$ cat src/rtl/key_led_sched.sv
// Shares one LED between NUM_KEY debounced keys: latches key pulses, grants one at a time,
// and blinks the LED (grant index + 1) times followed by a quiet gap. Optional macro: KEY_LED_RR_EN.
module key_led_sched #(
  parameter int unsigned NUM_KEY = 4,
  parameter int unsigned ON_CYC  = 10_000_000,
  parameter int unsigned OFF_CYC = 10_000_000,
  parameter int unsigned GAP_CYC = 25_000_000
) (
  input  logic                       sclk,
  input  logic                       s_rst,
  input  logic [NUM_KEY-1:0]         key_flag,
  output logic                       led,
  output logic                       busy,
  output logic [$clog2(NUM_KEY)-1:0] grant_id,
  output logic [NUM_KEY-1:0]         pend
);

  localparam int unsigned IW    = $clog2(NUM_KEY);
  localparam int unsigned MAX01 = (ON_CYC > OFF_CYC) ? ON_CYC : OFF_CYC;
  localparam int unsigned MAXC  = (MAX01 > GAP_CYC) ? MAX01 : GAP_CYC;
  localparam int unsigned CW    = $clog2(MAXC + 1);
  localparam int unsigned BW    = $clog2(NUM_KEY + 1);

  typedef enum logic [1:0] {
    IDLE = 2'd0,
    ON   = 2'd1,
    OFF  = 2'd2,
    GAP  = 2'd3
  } state_t;

  state_t              state_q, state_d;
  logic [CW-1:0]       cnt_q, cnt_d;
  logic [BW-1:0]       blink_q, blink_d;
  logic [IW-1:0]       gid_q, gid_d;
  logic [NUM_KEY-1:0]  pend_q, pend_d;
  logic                led_q, led_d;
  logic                busy_q, busy_d;
  logic [NUM_KEY-1:0]  clr_c;
  logic [IW-1:0]       win_c;
  logic [IW-1:0]       ridx_c;

`ifdef KEY_LED_RR_EN
  logic [IW-1:0]       last_q, last_d;
  logic                found_c;

  // Round-robin: scan from last+1 upward, wrapping, first pending key wins.
  always_comb begin
    win_c   = '0;
    ridx_c  = '0;
    found_c = 1'b0;
    for (int k = 1; k <= int'(NUM_KEY); k++) begin
      ridx_c = IW'((int'(last_q) + k) % int'(NUM_KEY));
      if (!found_c && pend_q[ridx_c]) begin
        win_c   = ridx_c;
        found_c = 1'b1;
      end
    end
  end
`else
  // Fixed priority: lowest pending index wins.
  always_comb begin
    win_c  = '0;
    ridx_c = '0;
    for (int k = int'(NUM_KEY) - 1; k >= 0; k--) begin
      ridx_c = IW'(k);
      if (pend_q[ridx_c]) win_c = ridx_c;
    end
  end
`endif

  always_comb begin
    state_d = state_q;
    cnt_d   = cnt_q + CW'(1);
    blink_d = blink_q;
    gid_d   = gid_q;
    clr_c   = '0;
`ifdef KEY_LED_RR_EN
    last_d  = last_q;
`endif
    case (state_q)
      IDLE: begin
        cnt_d = '0;
        if (|pend_q) begin
          state_d      = ON;
          gid_d        = win_c;
          clr_c[win_c] = 1'b1;
          blink_d      = '0;
`ifdef KEY_LED_RR_EN
          last_d       = win_c;
`endif
        end
      end
      ON: begin
        if (cnt_q == CW'(ON_CYC - 1)) begin
          state_d = OFF;
          cnt_d   = '0;
        end
      end
      OFF: begin
        if (cnt_q == CW'(OFF_CYC - 1)) begin
          cnt_d   = '0;
          blink_d = blink_q + BW'(1);
          if (blink_d == BW'(gid_q) + BW'(1)) state_d = GAP;
          else                                  state_d = ON;
        end
      end
      GAP: begin
        if (cnt_q == CW'(GAP_CYC - 1)) begin
          state_d = IDLE;
          cnt_d   = '0;
        end
      end
      default: begin
        state_d = IDLE;
        cnt_d   = '0;
      end
    endcase
    // A new pulse beats a same-cycle grant clear, so the request re-queues.
    pend_d = (pend_q & ~clr_c) | key_flag;
    led_d  = (state_d == ON);
    busy_d = (state_d != IDLE);
  end

  always_ff @(posedge sclk) begin
    if (s_rst) begin
      state_q <= IDLE;
      cnt_q   <= '0;
      blink_q <= '0;
      gid_q   <= '0;
      pend_q  <= '0;
      led_q   <= 1'b0;
      busy_q  <= 1'b0;
`ifdef KEY_LED_RR_EN
      last_q  <= IW'(NUM_KEY - 1);
`endif
    end else begin
      state_q <= state_d;
      cnt_q   <= cnt_d;
      blink_q <= blink_d;
      gid_q   <= gid_d;
      pend_q  <= pend_d;
      led_q   <= led_d;
      busy_q  <= busy_d;
`ifdef KEY_LED_RR_EN
      last_q  <= last_d;
`endif
    end
  end

  assign led      = led_q;
  assign busy     = busy_q;
  assign grant_id = gid_q;
  assign pend     = pend_q;

endmodule

$ cat config.mk
export PLATFORM = sky130hd
export DESIGN_NAME = key_led_sched
export DESIGN_NICKNAME = d
export VERILOG_FILES = /design/src/rtl/key_led_sched.sv
export SDC_FILE = /design/constraint.sdc
export NUM_CORES = 1
export LEC_CHECK = 0
export ABC_AREA = 1
export ABC_CLOCK_PERIOD_IN_PS = 1500
export CORE_MARGIN = 2
export CORE_UTILIZATION = 53
export CTS_CLUSTER_SIZE = 30
export DETAILED_ROUTE_END_ITERATION = 10
export PLACE_DENSITY = 0.84
export SKIP_LAST_GASP = 1
export SLEW_MARGIN = 40
export SYNTH_ARGS = -nofsm -noshare
export SYNTH_HDL_FRONTEND = slang
export SYNTH_SLANG_ARGS = --single-unit
$ cat constraint.sdc
create_clock -name sclk -period 1.5 [get_ports sclk]
set_input_delay 0.3 -clock sclk [delete_from_list [all_inputs] [get_ports sclk]]
set_output_delay 0.3 -clock sclk [all_outputs]
set_load 0.1 [all_outputs]
==> metrics.txt <==
critical path class flip-flop to flip-flop; clk root buf clkbuf_8; Post-Route Utilization 0.781; Flop pwr share 0.476; clock power share 0.327; Chip Height 68.4 um; worst hold path class flip-flop to flip-flop; FP Rows 23; area grow syn2layout 42.4%; xor/xnor share of the synthesized area 0.0718; Synth cell types 26; Tot GR Track Use 0.291; Crit. End Element flip-flop; placed insts 413; combinational power share 0.197; die width 68.4 um; NetSw 0.730 mW; largest net degree at the start of global routing 12; final worst slack -0.139 ns; routed vias/inst 5.41; crit-path cells buf_4, nand2_1, nor3_1, nand2_1, nor3_2, xor2_1, nor2_2; combinational family with the most area after synthesis simple AND/OR/NAND/NOR gates; post-synthesis compound-gate area fraction 0.0496; Crit path max-delay family simple AND/OR/NAND/NOR gates; failing checks setup timing; Final HPWL DP 3.74 mm; ys flop type dfxtp_1; area of the mapped netlist 0.00219 mm2; relative slew slack 0.759; max-cap viol count 0; vias in the first global route 2,215; status complete, but fails checks; filler cell count 238; initial core utilization 0.549; Mapped Nets 326; Setup violations, final 32; Clock Skew 0.00981 ns; RSZ-0062 raised after global routing yes; I/O Pins 14; pwr/cell area 717 mW/mm2; total congestion overflow 0; number of diodes 0; fraction of registers with async set/reset 0; Crit path required time 1.69 ns; critical path's largest stage delay 0.39 ns; Clock transition at path regs 0.07 ns; WP data arrival 1.83 ns; share of cells above drive strength 1 0.415; CTS tree done; Fin. Hold Viols 0; Tcrit/Tclk final 1.09; Setup TNS Final -2.42 ns; die area 0.00467 mm2; multiplexer share of the synthesized area 0; commonest non-fill, non-tap cell in the layout nand2_1; CP startpoint kind flip-flop; RePlAce Congestion 0.899; antenna-violating nets left 0; most frequent cells in the layout nand2_1, buf_4, inv_1; Via Count 2,315; CTS HTree Levels 2; Clk Latency, worst-skew pair 0.31 ns; CTS Buf Count 5; LEAKAGE 1.23 nW; Synth Area in Adders 0.0456; Yosys reg bits 38; Avg WL per Cell 15.2 um; count of flip-flops with a built-in enable after synthesis 0; Nets 391; sequential element share of the synthesized area 0.347; min Tclk post-route 1.64 ns; CP bufs+invs 1; switch share 0.326; Post-Route WL 6.52 mm; Port-buffer cells 13; Fmax 610 MHz; CP Max Fanout 3; Final Non-Filler Cells 428; DP Worst Slack -0.111 ns; most used cell along the critical path nand2_1; gate count of the mapped netlist 312; Pint 1.51 mW; Worst Tran Pin Value 0.358 ns; core footprint 0.00400 mm2; Slowest-stage cell, CP dfxtp_1; syn avg cell area 7.03 um2; CTS max path bufs 2; Worst VDD drop 534 uV; antenna violations before repair 0; 1st-pass router iterations 4; drt initial violations 204; clock sinks 38; post-synthesis simple-gate area fraction 0.399; first-pass GRT wire length 9.96 mm; DRC violations left 0; Yosys Warn Count 0; Final Max Slew Viols 0
## cell usage after synthesis (2+ instances only)
cell	number	area share
xnor2_1	2	0.0080
nor2_2	22	0.063
nor3_4	2	0.015
nand2_2	4	0.011
o21ai_0	7	0.016
nor3_1	6	0.014
nor2_1	48	0.082
nand2_1	74	0.13
ha_1	8	0.046
nand3_1	13	0.030
nor3_2	2	0.0091
xor2_1	16	0.064
a21oi_1	8	0.018
buf_6	2	0.010
inv_2	4	0.0068
inv_1	40	0.068
nand4_1	4	0.011
nand3_2	5	0.023
dfxtp_1	38	0.35
## power groups by stage
stage / Sequential (mW) / Combinational [mW] / Clock [mW]
after global placement: 1.09 / 0.377 / 0
final: 1.07 / 0.442 / 0.733
after detailed placement: 1.09 / 0.386 / 0
after CTS: 1.07 / 0.415 / 0.710
after global routing: 1.07 / 0.464 / 0.781
after floorplan: 1.22 / 0.116 / 0
## registers in the layout, indices dropped and copies added, names as in the netlist
register and cells:
busy 1, pend 4, led 1, blink_q 3, state_q 2, grant_id 2, cnt_q 25
## metal layers
metal,vias to the layer above,GRT usage,part of all wire
met5,-,0,0
met4,0,0.140,0.055
met3,45,0.0740,0.067
met2,107,0.476,0.47
met1,1054,0.356,0.41
li1,1109,-,-
## through the flow
stage	cell area, um2	total power, mW	hold slack (ns)
CTS	2980	2.19	0.472
finish	3120	2.24	0.501
detailed placement	2800	1.48	0.463
global route	3120	2.31	0.535
global placement	2800	1.47	0.455
floorplan	2250	1.34	0.417
## worst min-delay path: stages (launching register included)
cell	delay, ns
dfxtp_1	0.33
nand2_1	0.07
a21oi_1	0.06
## final cells by class
class,count,area [um2],share of cell area
repair buffers,58,556,0.178
multi-input cells,230,1460,0.468
inverters,44,168,0.0537
well taps,50,62.6,0.0200
flip-flops and latches,38,796,0.255
clock buffers,6,72.6,0.0232
clock inverters,2,8.76,0.00280
## final timing paths
path	start	end	slack, ns	cells after the start
worst max-delay path	cnt_q[16]	cnt_q[22]	-0.14	7
worst min-delay path	blink_q[2]	blink_q[2]	0.50	2
worst max register to register	cnt_q[16]	cnt_q[22]	-0.14	7
worst min register to register	blink_q[2]	blink_q[2]	0.50	2
## cell families (layout without fill, tap and decap cells)
| logic type | after synthesis | count (layout) |
|---|---|---|
| simple gates | 183 | 183 |
| buf+inv | 47 | 110 |
| fa+ha+maj | 8 | 8 |
| xor+xnor | 18 | 18 |
| flops | 38 | 38 |
| compound gates | 18 | 21 |
## what timing repair did
item / 4_1_cts / 5_1_grt
pin swaps: 7 / 7
hold endpoints to repair: 0 / 0
buffers inserted: 1 / 3
endpoints found under the setup margin: 30 / 35
cloned: 3 / 0
gates resized for setup: 15 / 45
hold buffers: 0 / 0
No activity file was read; power rests on OpenSTA's default activity.
